<file path="config.mk">
export PLATFORM = sky130hd
export DESIGN_NAME = hd_mux2_arb_stage_flat
export DESIGN_NICKNAME = d
export VERILOG_FILES = /design/src/rtl/hd_mux2_arb_stage_if.sv /design/src/rtl/hd_mux2_arb_stage.sv /design/src/flat_wrapper.sv
export SDC_FILE = /design/constraint.sdc
export NUM_CORES = 1
export LEC_CHECK = 0
export CORE_MARGIN = 2
export CORE_UTILIZATION = 40
export CTS_BUF_LIST = sky130_fd_sc_hd__clkbuf_2 sky130_fd_sc_hd__clkbuf_4 sky130_fd_sc_hd__clkbuf_8
export DETAILED_ROUTE_END_ITERATION = 8
export PLACE_DENSITY = 0.84
export SYNTH_ARGS = -nofsm -noshare
export SYNTH_HDL_FRONTEND = slang
export SYNTH_SLANG_ARGS = --single-unit
</file>
<file path="constraint.sdc">
create_clock -name CK -period 2.55 [get_ports CK]
set_input_delay 0.255 -clock CK [delete_from_list [all_inputs] [get_ports CK]]
set_output_delay 0.255 -clock CK [all_outputs]
set_load 0.01 [all_outputs]
</file>
<file path="src/rtl/hd_mux2_arb_stage_if.sv">
// Handshake bundle for hd_mux2_arb_stage: two valid/ready sources, the mux select and the registered output.
// A0_LAST/A1_LAST exist only when HD_MUX2_ARB_LOCK_EN is defined.
interface hd_mux2_arb_stage_if #(
   parameter int WIDTH = 8
);
   logic             A0_VALID;
   logic [WIDTH-1:0] A0_DATA;
   logic             A0_READY;
   logic             A1_VALID;
   logic [WIDTH-1:0] A1_DATA;
   logic             A1_READY;
`ifdef HD_MUX2_ARB_LOCK_EN
   logic             A0_LAST;
   logic             A1_LAST;
`endif
   logic             SL;
   logic             Z_VALID;
   logic [WIDTH-1:0] Z_DATA;
   logic             Z_SL;
   logic             Z_READY;

   modport master (
      output A0_VALID, A0_DATA, A1_VALID, A1_DATA,
`ifdef HD_MUX2_ARB_LOCK_EN
      output A0_LAST, A1_LAST,
`endif
      output Z_READY,
      input  A0_READY, A1_READY, SL, Z_VALID, Z_DATA, Z_SL
   );

   modport slave (
      input  A0_VALID, A0_DATA, A1_VALID, A1_DATA,
`ifdef HD_MUX2_ARB_LOCK_EN
      input  A0_LAST, A1_LAST,
`endif
      input  Z_READY,
      output A0_READY, A1_READY, SL, Z_VALID, Z_DATA, Z_SL
   );
endinterface

</file>
<file path="src/rtl/hd_mux2_arb_stage.sv">
// Round-robin 2:1 merge into one output register; HD_MUX2_ARB_LOCK_EN adds packet locking on *_LAST.
// Latency: one cycle from accept to Z_VALID; full throughput while Z_READY stays high.
// Backpressure: a held, unaccepted output beat (Z_VALID && !Z_READY) drops both source READYs.
module hd_mux2_arb_stage #(
   parameter int WIDTH    = 8,
   parameter int A0_FIRST = 1
) (
   input logic              CK,
   input logic              RST,
   hd_mux2_arb_stage_if.slave bus
);
   localparam logic [0:0] EMPTY = 1'b0;
   localparam logic [0:0] FULL  = 1'b1;
   // PRI holds the last grant, so resetting it to 1 makes A0 win the first contention.
   localparam logic PRI_RST = (A0_FIRST != 0);

   logic [0:0]       state;
   logic             pri;
   logic [WIDTH-1:0] z_dat;
   logic             z_sl;
   logic             ld;
   logic             a0_req;
   logic             a1_req;
   logic             gnt_vld;
   logic             gnt;
   logic [WIDTH-1:0] sel_dat;

`ifdef HD_MUX2_ARB_LOCK_EN
   logic lk;
   // While locked, the locked source is always PRI; the other side is masked out.
   assign a0_req = bus.A0_VALID && !(lk && pri);
   assign a1_req = bus.A1_VALID && !(lk && !pri);
`else
   assign a0_req = bus.A0_VALID;
   assign a1_req = bus.A1_VALID;
`endif

   assign ld      = (state == EMPTY) || bus.Z_READY;
   assign gnt_vld = a0_req || a1_req;

   always_comb begin
      gnt = pri;
      if (a0_req && a1_req) gnt = !pri;
      else if (a0_req)      gnt = 1'b0;
      else if (a1_req)      gnt = 1'b1;
   end

   // Consensus term keeps bits the two sources agree on stable even if the select is unknown.
   assign sel_dat = (bus.A0_DATA & ~{WIDTH{gnt}}) | (bus.A1_DATA & {WIDTH{gnt}})
                  | (bus.A0_DATA & bus.A1_DATA);

   assign bus.SL       = gnt;
   assign bus.A0_READY = !RST && ld && gnt_vld && !gnt;
   assign bus.A1_READY = !RST && ld && gnt_vld && gnt;
   assign bus.Z_VALID  = (state == FULL);
   assign bus.Z_DATA   = z_dat;
   assign bus.Z_SL     = z_sl;

   always_ff @(posedge CK or posedge RST) begin
      if (RST) begin
         state <= EMPTY;
         pri   <= PRI_RST;
         z_dat <= '0;
         z_sl  <= 1'b0;
`ifdef HD_MUX2_ARB_LOCK_EN
         lk    <= 1'b0;
`endif
      end else if (ld) begin
         if (gnt_vld) begin
            state <= FULL;
            z_dat <= sel_dat;
            z_sl  <= gnt;
            pri   <= gnt;
`ifdef HD_MUX2_ARB_LOCK_EN
            lk    <= gnt ? !bus.A1_LAST : !bus.A0_LAST;
`endif
         end else begin
            state <= EMPTY;
         end
      end
   end
endmodule

</file>
<file path="src/flat_wrapper.sv">
// flat-port wrapper written by rule: the top's interface ports become plain ports
module hd_mux2_arb_stage_flat 
#(
   parameter int WIDTH    = 8,
   parameter int A0_FIRST = 1
)
  (CK, RST, bus_A0_VALID, bus_A0_DATA, bus_A1_VALID, bus_A1_DATA, bus_Z_READY, bus_A0_READY, bus_A1_READY, bus_SL, bus_Z_VALID, bus_Z_DATA, bus_Z_SL);
  hd_mux2_arb_stage_if #(.WIDTH(WIDTH)) bus_i ();
  input logic CK;
  input logic RST;
  input wire logic [$bits(bus_i.A0_VALID)-1:0] bus_A0_VALID;
  input wire logic [$bits(bus_i.A0_DATA)-1:0] bus_A0_DATA;
  input wire logic [$bits(bus_i.A1_VALID)-1:0] bus_A1_VALID;
  input wire logic [$bits(bus_i.A1_DATA)-1:0] bus_A1_DATA;
  input wire logic [$bits(bus_i.Z_READY)-1:0] bus_Z_READY;
  output wire logic [$bits(bus_i.A0_READY)-1:0] bus_A0_READY;
  output wire logic [$bits(bus_i.A1_READY)-1:0] bus_A1_READY;
  output wire logic [$bits(bus_i.SL)-1:0] bus_SL;
  output wire logic [$bits(bus_i.Z_VALID)-1:0] bus_Z_VALID;
  output wire logic [$bits(bus_i.Z_DATA)-1:0] bus_Z_DATA;
  output wire logic [$bits(bus_i.Z_SL)-1:0] bus_Z_SL;
  assign bus_i.A0_VALID = bus_A0_VALID;
  assign bus_i.A0_DATA = bus_A0_DATA;
  assign bus_i.A1_VALID = bus_A1_VALID;
  assign bus_i.A1_DATA = bus_A1_DATA;
  assign bus_i.Z_READY = bus_Z_READY;
  assign bus_A0_READY = bus_i.A0_READY;
  assign bus_A1_READY = bus_i.A1_READY;
  assign bus_SL = bus_i.SL;
  assign bus_Z_VALID = bus_i.Z_VALID;
  assign bus_Z_DATA = bus_i.Z_DATA;
  assign bus_Z_SL = bus_i.Z_SL;
  hd_mux2_arb_stage #(.WIDTH(WIDTH), .A0_FIRST(A0_FIRST)) u_core (.CK(CK), .RST(RST), .bus(bus_i));
endmodule
</file>
Word level (Yosys, flattened, before mapping)
Cells that the tools add are included.
W data, S select, Z words.

cells by class
  bitwise gates (word level) = 7
  muxes and demuxes = 4
  reductions and logical operators = 11

operator list
  operator             count
  $and A8 B8 Y8        3
  $or A8 B8 Y8         2
  $not A8 Y8           1
  $logic_and A1 B1 Y1  5
  $mux W1              4
  $logic_not A1 Y1     3
  $logic_or A1 B1 Y1   2
  $reduce_and A2 Y1    1
  $not A1 Y1           1

storage, ports and cells
  register bits after elaboration = 11
  output and inout port bits = 13
  input bits = 21

Depth between registers and ports, before layout
Gate-level depths: netlist of the first run.

  depth in word-level cells = 7
  gate-level depth with buffers = 5
  depth with buffers taken out = 3

Least setup slack after synthesis of the first run
No wires, ideal clock.

  path kind = register to output
  from = register u_core.pri
  to = output bus_A0_READY
  required time = 2295 ps
  path slack = 980 ps
  path buffers = 1
  arrival = 1315 ps
  cell stages (with the launch flop) = 5
  path through = dfstp_2 and2_1 clkbuf_1 nor2_2 nor3b_1

on the way
  longest elaborated chain between the ends = 5

RTL lines
  what                    RTL line                 text
  from (decl)             hd_mux2_arb_stage.sv:18  logic pri;
  from (signal assigned)  hd_mux2_arb_stage.sv:73  pri <= gnt;
  $mux W1                 hd_mux2_arb_stage.sv:45  else if (a1_req) gnt = 1'b1;
  $mux W1                 hd_mux2_arb_stage.sv:44  else if (a0_req) gnt = 1'b0;
  $mux W1 *               hd_mux2_arb_stage.sv:43  if (a0_req && a1_req) gnt = !pri;
  named net bus_SL        flat_wrapper.sv:18       output wire logic [$bits(bus_i.SL)-1:0] bus_SL;
  $logic_not A1 Y1 *      hd_mux2_arb_stage.sv:53  assign bus.A0_READY = !RST && ld && gnt_vld && !gnt;
  $logic_and A1 B1 Y1 *   hd_mux2_arb_stage.sv:53
  to (decl)               flat_wrapper.sv:16       output wire logic [$bits(bus_i.A0_READY)-1:0] bus_A0_READY;

The timed path passes the listed nets; every way through them passes the cells marked *.

Final worst setup path of the first run
  from = register u_core.pri
  to = output bus_A0_READY

on the way
  longest elaborated chain between the ends = 5

RTL lines
  what                   RTL line
  $mux W1                hd_mux2_arb_stage.sv:45
  $mux W1                hd_mux2_arb_stage.sv:44
  $mux W1 *              hd_mux2_arb_stage.sv:43
  $logic_not A1 Y1 *     hd_mux2_arb_stage.sv:53
  $logic_and A1 B1 Y1 *  hd_mux2_arb_stage.sv:53

Every way passes the cells marked *; elsewhere a longest branch is shown, timed or not.

==> impl_metrics.ini, run 1 <==
[run_status]
status = finished clean

[sta]
setup_viol = 0
worst_pin_slew_ps = 277
max_slew_margin = 0.815
maxSlewViolCount = 0
rsz0062_at_grt = false
fin_crit_sh = 0.876
layout_min_cycle_time_ps = 2230
hold_violations = 0
tns_ps = 0
finalWorstSetupSlack_ps = 317
fmax_mhz = 448
skew_ps = 0.617
hold_ws_ps = 308

[logic_synthesis]
synth_edf_count = 0
syn-cell-area_um2 = 583
synthCells = 62
synthArstFlopShare = 1.00
synth.largest_area_cell = dfrtp_1
synth_top_area_share = 0.429
yosysWarnings = 0
synth_fp_nets = 83
synth_top_cells_by_area = dfrtp_1 43%, a31oi_1 8.6%, a21oi_1 6.9%
synth_seq_cells = 11
synth_cell_types = 21
syn_avg_cell_area_um2 = 9.40
ys.flop_type = dfrtp_1
yosysMostFrequentCell = dfrtp_1
ys_seq_area_frac = 0.474
synth_commonest_cells = 10 x dfrtp_1, 8 x a21oi_1, 8 x a31oi_1, 8 x nand3_1, 8 x o21ai_0

[cts]
cts_tree = built
h-tree-depth = 1
cts-root-buf = clkbuf_4
clock_latency_ps = 260
cts_sinks = 11
ctsResizeCount = 0
clockBufferDepth = 2
postCtsSetupRepairBufs = 0
clk_pin_slew_ps = 70
cts_hold_buffers = 0
numCtsBuffers = 3

[layout]
drive_above_1_share = 0.143
design_area_um2 = 957
nets = 120
post-route-util = 0.718
syn_to_final_growth_pct = 64.2
num_antenna_cells = 0
instances_no_fill = 113

[setup_path]
required_ps = 2300
critPathCaptureType = output pin
crit_type = flip-flop to output pin
crit_fanout = 9
critPathLaunchType = flip-flop
worstPathArrival_ps = 1980

[placement]
placed_area_um2 = 927
dp.final_hpwl_um = 1230
portBuffers = 33
dp.cells = 109
routabilityCongestion = 0.739
post-place-ws_ps = 388

[global_routing]
grt_max_degree = 13
grt_pass1_wl_um = 2570
grt_pass1_vias = 548
met1_usage = 0.239
grt_util_met2 = 0.305
met3_usage = 0.0474
grt_use_total = 0.197
grt.busiest_layer = met2
grt_antenna_before_repair = 0
overflow = 0

[die]
rows = 13
ioPinCount = 34
start_util = 0.437
core_mm2 = 0.00133
die_area_mm2 = 0.00178
die-height_um = 42.2
dieWidth_um = 42.2

[run]
maxCapViolCount = 0

[pwr]
ir_drop_v = 0.000392
leakagePower_nw = 0.387
p_per_area_mw_per_mm2 = 767
power_uw = 734

[routing]
firstDrtPassIters = 4
wl_um = 1620
viasPerCell = 5.43
vias = 614
wire_per_inst_um = 14.3
drt_iter0_markers = 15
drc = 0
ant_nets = 0

[worst_hold_path]
hp-class = input port to async pin
-- sequential cells by signal, summed over array words and instances, names as in the netlist --
register and count:
u_core.bus.Z_DATA 8, u_core.bus.Z_SL 1, u_core.bus.Z_VALID 1, u_core.pri 1
-- final cells by class --
type	count	area, um2
clock buffers	4	30.0
fillers	104	377
inverters	1	3.75
multi-input cells	45	268
flip-flops and latches	11	277
well taps	15	18.8
repair buffers	37	360
-- power breakdown --
group	leakage [nW]	switching, mW	internal [mW]	total, mW
Clock	0.0184	0.0589	0.0711	0.130
Combinational	0.247	0.145	0.193	0.338
Sequential	0.122	0.0337	0.232	0.266
Total	0.387	0.238	0.496	0.734
-- cell families (layout without fill, tap and decap cells) --
family,after synthesis,after routing,synth area share
muxes,2,2,0.0515
AOI/OAI and AO/OA,24,24,0.223
buffers and inverters,6,42,0.0665
DFF,11,11,0.474
and+or+nand+nor,19,19,0.185
-- cell usage in the layout, fill, tap and decap left out --
| cell type | n |
|---|---|
| clkdlybuf4s50_1 | 33 |
| dfrtp_1 | 10 |
| nand3_1 | 8 |
| o21ai_0 | 8 |
| a21oi_1 | 8 |
| a31oi_1 | 8 |
| clkbuf_4 | 4 |
| buf_4 | 4 |
| nand2b_1 | 2 |
| mux2_4 | 2 |
| or2_1 | 1 |
| and2_4 | 1 |
| or2_2 | 1 |
| nand2_1 | 1 |
| nor2_1 | 1 |
| and2_1 | 1 |
| nor2_2 | 1 |
| nor3b_1 | 1 |
| inv_1 | 1 |
| and3_1 | 1 |
| dfstp_2 | 1 |
-- per-layer routing --
layer	up-vias	share of wire
met1	290	0.43
met3	2	0.062
li1	298	-
met4	0	0.012
met5	-	0
met2	24	0.49
-- critical path, stage by stage, from the launching register on --
cell and delay [ps]:
dfstp_2 560, and2_1 290, nor2_2 90, nor3b_1 200
clkdlybuf4s50_1 560
-- final timing paths --
path,depth (start not counted),slack (ps),startpoint,endpoint
setup / recovery,4,320,u_core.pri,bus_A0_READY
hold / removal,3,310,RST,u_core.bus.Z_SL
max in group asynchronous,3,2020,RST,u_core.pri
setup reg to reg,3,1230,u_core.pri,u_core.bus.Z_SL
hold reg to reg,1,530,u_core.bus.Z_SL,u_core.bus.Z_SL
min in group CK,1,530,u_core.bus.Z_SL,u_core.bus.Z_SL
Note: power is estimated with default switching activity, not from simulation.
==> run 2, diff against run 1 <==
- CORE_MARGIN: 2 -> 3
==> impl_metrics.ini, run 2 (same netlist as run 1, synthesis figures left out) <==
[layout]
multi_input_area_um2 = 268
final_common_cell = clkdlybuf4s50_1
syn_to_final_growth_pct = 64.2
instances_no_fill = 113
largest_reg_flops = 8
nets = 120
drive_above_1_share = 0.143
layout_common_cells = 33 x clkdlybuf4s50_1, 10 x dfrtp_1
nFillCells = 107
design_area_um2 = 957
num_antenna_cells = 0
final-seq-area_um2 = 277

[cts]
clk_pin_slew_ps = 80
h-tree-depth = 1
clock_latency_ps = 260
numCtsBuffers = 3
cts_tree = built
cts-root-buf = clkbuf_4
cts_hold_buffers = 0
cts_sinks = 11
ctsResizeCount = 0
postCtsSetupRepairBufs = 0
clockBufferDepth = 2

[setup_path]
required_ps = 2300
rr_worst_depth = 3
worstPathArrival_ps = 1980
crit_fanout = 9
worstPathCellList = and2_1 -> nor2_2 -> nor3b_1 -> clkdlybuf4s50_1
cpPeakStageDelay_ps = 570
crit_slowest_cell = clkdlybuf4s50_1
critPathLaunchType = flip-flop
crit_type = flip-flop to output pin
critPathCaptureType = output pin

[placement]
post-place-ws_ps = 395
dp.final_hpwl_um = 1260
placed_area_um2 = 927
routabilityCongestion = 0.739
portBuffers = 33
dp.cells = 109

[global_routing]
grt_pass1_vias = 584
grt_antenna_before_repair = 0
grt_max_degree = 13
met3_usage = 0.0407
met1_usage = 0.228
grt_use_total = 0.184
grt_util_met2 = 0.299
grt_pass1_wl_um = 2550
overflow = 0
grt.busiest_layer = met2

[sta]
tns_ps = 0
rsz0062_at_grt = false
hold_violations = 0
skew_ps = 8.24
worst_pin_slew_ps = 296
max_slew_margin = 0.802
hold_ws_ps = 316
finalWorstSetupSlack_ps = 311
maxSlewViolCount = 0
layout_min_cycle_time_ps = 2240
setup_viol = 0
fin_crit_sh = 0.878
fmax_mhz = 447

[pwr]
leakagePower_nw = 0.387
ir_drop_v = 0.000455
p_per_area_mw_per_mm2 = 772

[routing]
wl_um = 1690
viasPerCell = 5.56
firstDrtPassIters = 4
vias = 628
wire_per_inst_um = 14.9
ant_nets = 0
drt_iter0_markers = 23
drc = 0

[run]
maxCapViolCount = 0

[die]
ioPinCount = 34
die-height_um = 44.2
start_util = 0.437
die_area_mm2 = 0.00195
dieWidth_um = 44.2
core_mm2 = 0.00133
rows = 13

[worst_hold_path]
hp-class = input port to async pin

[run_status]
status = finished clean
-- run 2: cell counts in the layout (fill, tap and decap cells not counted) --
Identical to the previous run, type by type.
-- run 2: area by class of cell --
cell class                      count  share of cell area
Tap cell                           15              0.0196
Inverter                            1             0.00392
Clock buffer                        4              0.0314
Sequential cell                    11               0.289
Multi-Input combinational cell     45               0.280
Timing Repair Buffer               37               0.376
-- run 2: critical path, delay by kind of cell (launching register included) --
| family | cells | cell delay, ps |
|---|---|---|
| simple gates | 3 | 600 |
| buf+inv | 1 | 570 |
| flops | 1 | 560 |
-- run 2: path summary, 6_finish.rpt --
path | from | end | slack (ps)
hold reg to reg | u_core.bus.Z_SL | u_core.bus.Z_SL | 540
min in group CK | u_core.bus.Z_SL | u_core.bus.Z_SL | 540
max in group asynchronous | RST | u_core.pri | 2000
hold / removal | RST | u_core.bus.Z_DATA[2] | 320
setup / recovery | u_core.pri | bus_A0_READY | 310
setup reg to reg | u_core.pri | u_core.bus.Z_SL | 1220
-- run 2: stage by stage --
stage / power, mW / util
floorplan: 0.435 / -
global placement: 0.602 / 0.695
detailed placement: 0.612 / 0.695
CTS: 0.745 / 0.718
global route: 0.787 / 0.718
finish: 0.739 / 0.718
-- run 2: power breakdown --
group          internal [mW]  switching [mW]  total, mW  leakage, nW
clock network         0.0711          0.0582      0.129       0.0184
registers              0.232          0.0336      0.266        0.122
logic                  0.193           0.151      0.344        0.247
-- run 2: metal layers --
metal	wire length, um	vias up
met5	0	-
met4	17	0
met3	150	4
met2	759	35
met1	758	288
li1	-	301
==> patch: new RTL, settings of run 2 <==
`A0_FIRST` is set to 1 in 2 places; all go to 0.
--- a/src/rtl/hd_mux2_arb_stage.sv
+++ b/src/rtl/hd_mux2_arb_stage.sv
@@ -3,7 +3,7 @@
 // Backpressure: a held, unaccepted output beat (Z_VALID && !Z_READY) drops both source READYs.
 module hd_mux2_arb_stage #(
    parameter int WIDTH    = 8,
-   parameter int A0_FIRST = 1
+   parameter int A0_FIRST = 0
 ) (
    input logic              CK,
    input logic              RST,
--- a/src/flat_wrapper.sv
+++ b/src/flat_wrapper.sv
@@ -2,7 +2,7 @@
 module hd_mux2_arb_stage_flat 
 #(
    parameter int WIDTH    = 8,
-   parameter int A0_FIRST = 1
+   parameter int A0_FIRST = 0
 )
   (CK, RST, bus_A0_VALID, bus_A0_DATA, bus_A1_VALID, bus_A1_DATA, bus_Z_READY, bus_A0_READY, bus_A1_READY, bus_SL, bus_Z_VALID, bus_Z_DATA, bus_Z_SL);
   hd_mux2_arb_stage_if #(.WIDTH(WIDTH)) bus_i ();
Behaviour: not the same (Yosys sat finds a counterexample within 4 cycles, from zero or initial values and one cycle with RST high).
==> patch against run 2 <==
- synthesized area is 7.3% lower
- largest power group unchanged
- final area is 4.8% lower
- setup slack worse by 0.022 ns
- cell count is 3.5% lower
- non-clock buffer count is 1 lower
- highest routed layer unchanged
- die area is 6.3% lower
- clock skew is 0.0027 ns lower
- sequential share of layout area is 1.4 points lower
- sequential cell count is 1 lower
- power is 5.7% lower
- wire length is 0.12% lower
==> patch: results (changes against run 2) <==
| Metric | Value |
|---|---|
| Status | `complete, no violations (unchanged)` |
| First-pass GRT wire length | `2770 microns (was 2550 microns)` |
| Mux contribution to synthesized area | `2.78% (was 5.15%)` |
| Post-route insts no fill | `109 (was 113)` |
| Placed instance area | `875 sq um (was 927 sq um)` |
| Wire per inst | `15.4 microns (was 14.9 microns)` |
| Largest net degree at the start of global routing | `12 (was 13)` |
| Max Clock Freq | `442 MHz (was 447 MHz)` |
| Layout cells sized above 1 | `10.5% (was 14.3%)` |
| Fin nets | `117 (was 120)` |
| R2R Path Start | `u_core.pri$_DFFE_PP0P_ (was u_core.pri$_DFFE_PP1P_)` |
| Synth Area in Compound Gates | `24.1% (was 22.3%)` |
| Switching Share | `33.2% (was 32.9%)` |
| Power in the clock group | `0.145 mW (was 0.129 mW)` |
| Vias in the first global route | `581 (was 584)` |
| Avg Synthesized Cell Area | `9.01 sq um (was 9.40 sq um)` |
| All-layer global routing usage | `20.2% (was 18.4%)` |
| DP HPWL | `1280 microns (was 1260 microns)` |
| Setup WS pre-CTS | `0.333 ns (was 0.395 ns)` |
| Filler cells | `91 (was 107)` |
| Seq pwr share | `33.4% (was 36.0%)` |
| Skew final | `0.00554 ns (was 0.00824 ns)` |
| Register area | `250 sq um (was 277 sq um)` |
| Slew @ Worst Pin | `0.450 ns (was 0.296 ns)` |
| Initial antenna violation count | `0 (unchanged)` |
| R2r endpoint | `u_core.pri$_DFFE_PP0P_ (was u_core.bus.Z_SL$_DFFE_PP0P_)` |
| Hold slack final | `0.291 ns (was 0.316 ns)` |
| Reg-to-reg setup timing slack | `1.18 ns (was 1.22 ns)` |
| Max IR drop VDD | `0.456 mV (was 0.455 mV)` |
| Syn Nets | `81 (was 83)` |
| Via count | `612 (was 628)` |
| Sequential share of the synthesized area | `46.3% (was 47.4%)` |
patch: cell types whose count changed after synthesis, sizes merged:
cell	run 2	this run
buf	3	4
clkbuf	2	1
dfstp	1	0
mux2	2	1
patch: metal layers:
layer  part of all wire (%)  GRT usage [%]  up-vias  wire length (microns)
li1                       -              -      291                      -
met3                    9.9           5.51        4                    167
met5                      0              0        -                      0
met4                    1.5           7.45        0                     26
met1                     42           25.7      285                    703
met2                     47           32.3       32                    786
patch: critical path, cell delays in order, from the launching register on:
cell and delay, ns:
dfrtp_1 0.43, nor2_1 0.39, nor2_1 0.16, nor3b_1 0.20, clkdlybuf4s50_1 0.56
patch: cell type report:
type                            instances  area share, %
Sequential cell                        10           27.5
Clock buffer                            4           3.98
Inverter                                1          0.412
Multi-Input combinational cell         44           27.5
Tap cell                               14           1.92
Timing Repair Buffer                   36           38.7
